## src/rtl/inst_ram_loader.sv

```systemverilog
// Boot loader: takes a length-prefixed little-endian byte stream, writes the
// assembled 32-bit words into instruction RAM, and holds the core in reset until the image is complete.
module inst_ram_loader #(
  parameter logic [31:0] BASE_ADDR = 32'h0000_0000,
  parameter int unsigned ADDR_STEP = 4,
  parameter int unsigned MAX_WORDS = 1024
) (
  input  logic        clk,
  input  logic        rst_n,
  input  logic        in_valid,
  input  logic [7:0]  in_data,
  output logic        in_ready,
  input  logic        restart,
  output logic        inst_ram_wen,
  output logic [31:0] inst_ram_waddr,
  output logic [31:0] inst_ram_wdata,
  output logic        core_rst_n,
  output logic        load_done,
  output logic        load_err
);

  localparam int unsigned CNT_W       = $clog2(MAX_WORDS + 1);
  localparam logic [31:0] MAX_WORDS_W = 32'(MAX_WORDS);
  localparam logic [31:0] STEP_W      = 32'(ADDR_STEP);

  typedef enum logic [2:0] {
    S_HDR   = 3'd0,
    S_DATA  = 3'd1,
    S_WRITE = 3'd2,
    S_DONE  = 3'd3,
    S_ERR   = 3'd4
  } state_e;

  state_e             state_q, state_d;
  logic [1:0]         byte_cnt_q, byte_cnt_d;
  logic [31:0]        asm_q, asm_d;
  logic [CNT_W-1:0]   n_q, n_d;
  logic [CNT_W-1:0]   word_cnt_q, word_cnt_d;
  logic [31:0]        addr_q, addr_d;
  logic               in_ready_q, in_ready_d;
  logic               wen_q, wen_d;
  logic [31:0]        waddr_q, waddr_d;
  logic [31:0]        wdata_q, wdata_d;
  logic               core_rst_n_q, core_rst_n_d;
  logic               load_done_q, load_done_d;
  logic               load_err_q, load_err_d;

  logic               accept_s;
  logic               last_byte_s;
  logic [31:0]        asm_next_s;
  logic [CNT_W-1:0]   word_cnt_inc_s;

  // Bytes enter at the top so the first byte of a word ends up in bits [7:0].
  assign accept_s       = in_valid && in_ready_q;
  assign last_byte_s    = (byte_cnt_q == 2'd3);
  assign asm_next_s     = {in_data, asm_q[31:8]};
  assign word_cnt_inc_s = word_cnt_q + CNT_W'(1);

  // Next-state and registered-output computation.
  always_comb begin
    state_d      = state_q;
    byte_cnt_d   = byte_cnt_q;
    asm_d        = asm_q;
    n_d          = n_q;
    word_cnt_d   = word_cnt_q;
    addr_d       = addr_q;
    wen_d        = 1'b0;
    waddr_d      = waddr_q;
    wdata_d      = wdata_q;
    core_rst_n_d = core_rst_n_q;
    load_done_d  = load_done_q;
    load_err_d   = load_err_q;

    case (state_q)
      S_HDR: begin
        if (accept_s) begin
          asm_d      = asm_next_s;
          byte_cnt_d = byte_cnt_q + 2'd1;
          if (last_byte_s) begin
            // Full 32-bit compare so high garbage bits cannot alias a small count.
            if ((asm_next_s == 32'd0) || (asm_next_s > MAX_WORDS_W)) begin
              state_d    = S_ERR;
              load_err_d = 1'b1;
            end else begin
              state_d    = S_DATA;
              n_d        = asm_next_s[CNT_W-1:0];
              addr_d     = BASE_ADDR;
              word_cnt_d = '0;
              asm_d      = 32'd0;
            end
          end else begin
            state_d = S_HDR;
          end
        end else begin
          state_d = S_HDR;
        end
      end

      S_DATA: begin
        if (accept_s) begin
          asm_d      = asm_next_s;
          byte_cnt_d = byte_cnt_q + 2'd1;
          if (last_byte_s) begin
            state_d = S_WRITE;
            wen_d   = 1'b1;
            waddr_d = addr_q;
            wdata_d = asm_next_s;
          end else begin
            state_d = S_DATA;
          end
        end else begin
          state_d = S_DATA;
        end
      end

      S_WRITE: begin
        addr_d     = addr_q + STEP_W;
        word_cnt_d = word_cnt_inc_s;
        if (word_cnt_inc_s == n_q) begin
          state_d      = S_DONE;
          core_rst_n_d = 1'b1;
          load_done_d  = 1'b1;
        end else begin
          state_d = S_DATA;
        end
      end

      S_DONE, S_ERR: begin
        if (restart) begin
          state_d      = S_HDR;
          byte_cnt_d   = 2'd0;
          word_cnt_d   = '0;
          asm_d        = 32'd0;
          core_rst_n_d = 1'b0;
          load_done_d  = 1'b0;
          load_err_d   = 1'b0;
        end else begin
          state_d = state_q;
        end
      end

      default: begin
        state_d      = S_HDR;
        byte_cnt_d   = 2'd0;
        word_cnt_d   = '0;
        asm_d        = 32'd0;
        core_rst_n_d = 1'b0;
        load_done_d  = 1'b0;
        load_err_d   = 1'b0;
      end
    endcase

    in_ready_d = (state_d == S_HDR) || (state_d == S_DATA);
  end

  // State, datapath and output registers.
  always_ff @(posedge clk or negedge rst_n) begin
    if (!rst_n) begin
      state_q      <= S_HDR;
      byte_cnt_q   <= 2'd0;
      asm_q        <= 32'd0;
      n_q          <= '0;
      word_cnt_q   <= '0;
      addr_q       <= 32'd0;
      in_ready_q   <= 1'b1;
      wen_q        <= 1'b0;
      waddr_q      <= 32'd0;
      wdata_q      <= 32'd0;
      core_rst_n_q <= 1'b0;
      load_done_q  <= 1'b0;
      load_err_q   <= 1'b0;
    end else begin
      state_q      <= state_d;
      byte_cnt_q   <= byte_cnt_d;
      asm_q        <= asm_d;
      n_q          <= n_d;
      word_cnt_q   <= word_cnt_d;
      addr_q       <= addr_d;
      in_ready_q   <= in_ready_d;
      wen_q        <= wen_d;
      waddr_q      <= waddr_d;
      wdata_q      <= wdata_d;
      core_rst_n_q <= core_rst_n_d;
      load_done_q  <= load_done_d;
      load_err_q   <= load_err_d;
    end
  end

  assign in_ready       = in_ready_q;
  assign inst_ram_wen   = wen_q;
  assign inst_ram_waddr = waddr_q;
  assign inst_ram_wdata = wdata_q;
  assign core_rst_n     = core_rst_n_q;
  assign load_done      = load_done_q;
  assign load_err       = load_err_q;

endmodule

```

## config.mk

```make
export PLATFORM = sky130hd
export DESIGN_NAME = inst_ram_loader
export DESIGN_NICKNAME = d
export VERILOG_FILES = /design/src/rtl/inst_ram_loader.sv
export SDC_FILE = /design/constraint.sdc
export NUM_CORES = 1
export LEC_CHECK = 0
export BUFFER_PORTS_ARGS = -buffer_cell sky130_fd_sc_hd__buf_2
export CAP_MARGIN = 15
export CORE_UTILIZATION = 60
export DETAILED_ROUTE_END_ITERATION = 12
export PLACE_DENSITY = 0.86
export SETUP_SLACK_MARGIN = 0.2
export SYNTH_ARGS = -nofsm -noshare
export SYNTH_HDL_FRONTEND = slang
export SYNTH_SLANG_ARGS = --single-unit
```

## constraint.sdc

```tcl
create_clock -name clk -period 4.8 [get_ports clk]
set_input_delay 0.96 -clock clk [delete_from_list [all_inputs] [get_ports clk]]
set_output_delay 0.96 -clock clk [all_outputs]
set_load 0.01 [all_outputs]
```

==> impl_metrics.json <==
{
  "synthAdderAreaFrac": 0.005824,
  "finalCritPeriodShare": 0.6694,
  "hold_buffers": 0,
  "slowest_stage": "and2b_1",
  "power_frac_clock": 0.316,
  "io_buffers": 78,
  "crit_type": "flop to flop",
  "io_pins": 81,
  "worst_pin_slew_ns": 1.105,
  "grt_pass1_vias": 5104,
  "clk_path_buf_depth": 2,
  "cts_tree": "done",
  "synthSimpleGateAreaFrac": 0.2223,
  "finalHoldViolations": 0,
  "place.gp.congestion": 0.8387,
  "p_leak_nw": 3.813,
  "status": "finished, final reports clean",
  "rows": 37,
  "p_int_w": 0.003116,
  "fin_worst_skew_ns": 0.006776,
  "synthArstFlopShare": 1.000,
  "mostFrequentLayoutCells": "205 x nand2_1, 146 x dfrtp_1, 77 x buf_2",
  "area_delta_synth_final_pct": 17.49,
  "hold_path.class": "input pin to asynchronous set/reset pin",
  "grt_overflow": 0,
  "synth_edf_count": 0,
  "p_per_area_mw_per_mm2": 617.6,
  "cp.arrival_ns": 3.62,
  "swShare": 0.3337,
  "root_buffer": "clkbuf_8",
  "grt_pass1_wl_mm": 24.43,
  "die-area_mm2": 0.01116,
  "layout-drive-gt1-share": 0.1864,
  "timing.hold.ws_ns": 0.3676,
  "synth_top_family_by_area": "simple AND/OR/NAND/NOR gates",
  "path_delay_family": "simple AND/OR/NAND/NOR gates",
  "grt_max_degree": 123,
  "core_mm2": 0.01037,
  "post-route-min-period_ns": 3.213,
  "clk_pin_slew_worst_paths_ns": 0.06,
  "cp.buffers_inverters": 1,
  "initial_utilization": 0.6215,
  "htree_levels": 4,
  "netlist_area_mm2": 0.006445,
  "cp-end-kind": "flop",
  "fin_tns_setup_ns": 0,
  "cts_resized": 0,
  "synth.area.mux_share": 0.02815,
  "drtPass1Iterations": 5,
  "power_frac_seq": 0.436,
  "maxSlewHeadroom": 0.2550,
  "post-cts-setup-buffer-count": 0,
  "wl_mm": 14.72,
  "yosysUniqueCellTypes": 47,
  "reg2reg_slack_ns": 1.59,
  "final_common_cell": "nand2_1",
  "required_ns": 5.20,
  "power_switching_w": 0.001560,
  "synth_seq_area_share": 0.5710,
  "synth.largest_area_cell": "dfrtp_1",
  "fin_nets": 737,
  "die_w_um": 105.6,
  "antenna_left": 0,
  "cts_num_sinks": 147,
  "cap_violations": 0,
  "final-setup-viol-count": 0,
  "syn_inst": 655,
  "synth_compound_area_frac": 0.07727,
  "wl_per_cell_um": 16.90,
  "diodes": 0,
  "synth_xor_area_frac": 0.05979,
  "grt_setup_unrepaired": "no",
  "grtUsageTotal": 0.2824,
  "worstPathMaxFanout": 31,
  "synth-main-ff-cell": "dfrtp_1",
  "cpPeakStageDelay_ns": 0.59,
  "ys_ff_latch": 147,
  "vdd_drop_max_mv": 0.4161,
  "crit_chain": "or4_1 > o31a_1 > nor4_2 > and2b_1 > buf_4 > nand3b_1 > o21ai_1",
  "power_w": 0.004676,
  "routed-via-count": 5050,
  "max_freq_ghz": 0.3112,
  "combPwrFrac": 0.248,
  "synth_area_leaders": "dfrtp_1 57%, nand2_1 12%, xor2_1 3.4%",
  "synth_top_cell_area_share": 0.5669,
  "drtIter0Drc": 322,
  "start_kind": "flop",
  "drcViolationCount": 0,
  "yosysWarnings": 0,
  "antenna_found_initial": 0,
  "die_height_um": 105.6,
  "syn_area_per_cell_um2": 9.840,
  "timing.final.max_slew_violations": 0,
  "dp_hpwl_mm": 8.981,
  "numCtsBuffers": 17,
  "viasPerCell": 5.798,
  "worstSkewPairLatency_ns": 0.54
}
[power groups by stage]
stage          Combinational [W]  Sequential (W)  Clock (W)
2_1_floorplan           0.000667         0.00202          0
3_3_place_gp             0.00108         0.00201          0
3_5_place_dp             0.00113         0.00204          0
4_1_cts                  0.00116         0.00203    0.00148
5_1_grt                  0.00128         0.00209    0.00153
6_report                 0.00116         0.00204    0.00148
[state kept, by name, indices dropped and copies added, names as in the netlist]
name / flops
addr_q: 30
asm_q: 24
byte_cnt_q: 2
in_ready: 1
inst_ram_waddr: 30
inst_ram_wdata: 32
inst_ram_wen: 1
load_done: 1
load_err: 1
n_q: 11
state_q: 3
word_cnt_q: 11
[kinds of logic after synthesis]
group	Yosys count
adder cells (fa/ha/maj)	3
flip-flops	147
multiplexers	14
AND/OR/NAND/NOR	329
other	1
buffers and inverters	46
AO/OA/AOI/OAI	71
XOR/XNOR	44
[stage by stage]
step | area (µm²) | std cells | worst slack, ns | utilization
after CTS | 7545 | 870 | 1.592 | 0.7276
after detailed placement | 6883 | 838 | 1.415 | 0.6637
final | 7572 | 871 | 1.587 | 0.7302
after floorplan | 6449 | 656 | 2.364 | -
after global placement | 6883 | 838 | 1.556 | 0.6637
after global routing | 7572 | 871 | 1.426 | 0.7302
[layer usage]
metal | track usage | up-vias | part of all wire
li1 | - | 2322 | -
met1 | 0.3529 | 2540 | 0.42
met2 | 0.4753 | 158 | 0.52
met3 | 0.06432 | 30 | 0.044
met4 | 0.1171 | 0 | 0.022
met5 | 0 | - | 0
[cells in the mapped netlist, drive strengths merged (4+ instances only)]
| cell | count |
|---|---|
| a21oi | 8 |
| a22o | 22 |
| and3 | 6 |
| and4 | 4 |
| buf | 8 |
| clkbuf | 31 |
| dfrtp | 146 |
| inv | 6 |
| mux2 | 12 |
| nand2 | 206 |
| nand3 | 16 |
| nand4 | 18 |
| nor2 | 46 |
| nor3 | 9 |
| nor4 | 8 |
| o21ai | 22 |
| o41ai | 4 |
| xnor2 | 19 |
| xor2 | 25 |
[cell type report]
cell class,instances,area [µm²]
clock buffer,19,431.7
inverter,7,26.28
sequential,147,3680
fill,660,2798
tap,136,170.2
timing repair buffer,86,476.7
clock inverter,13,230.2
multi-input combinational,463,2557
[path summary, 6_finish.rpt]
check / startpoint / end / cells after the start
setup / recovery: asm_q[13]$_DFFE_PN0P_ / addr_q[2]$_DFFE_PN0P_ / 7
hold / removal: rst_n / inst_ram_wdata[2]$_DFFE_PN0P_ / 1
setup reg to reg: asm_q[13]$_DFFE_PN0P_ / addr_q[2]$_DFFE_PN0P_ / 7
hold reg to reg: inst_ram_waddr[9]$_DFFE_PN0P_ / inst_ram_waddr[9]$_DFFE_PN0P_ / 2
max in group asynchronous: rst_n / inst_ram_wdata[31]$_DFFE_PN0P_ / 2
min in group clk: inst_ram_waddr[9]$_DFFE_PN0P_ / inst_ram_waddr[9]$_DFFE_PN0P_ / 2
Note: power is estimated with default switching activity, not from simulation.
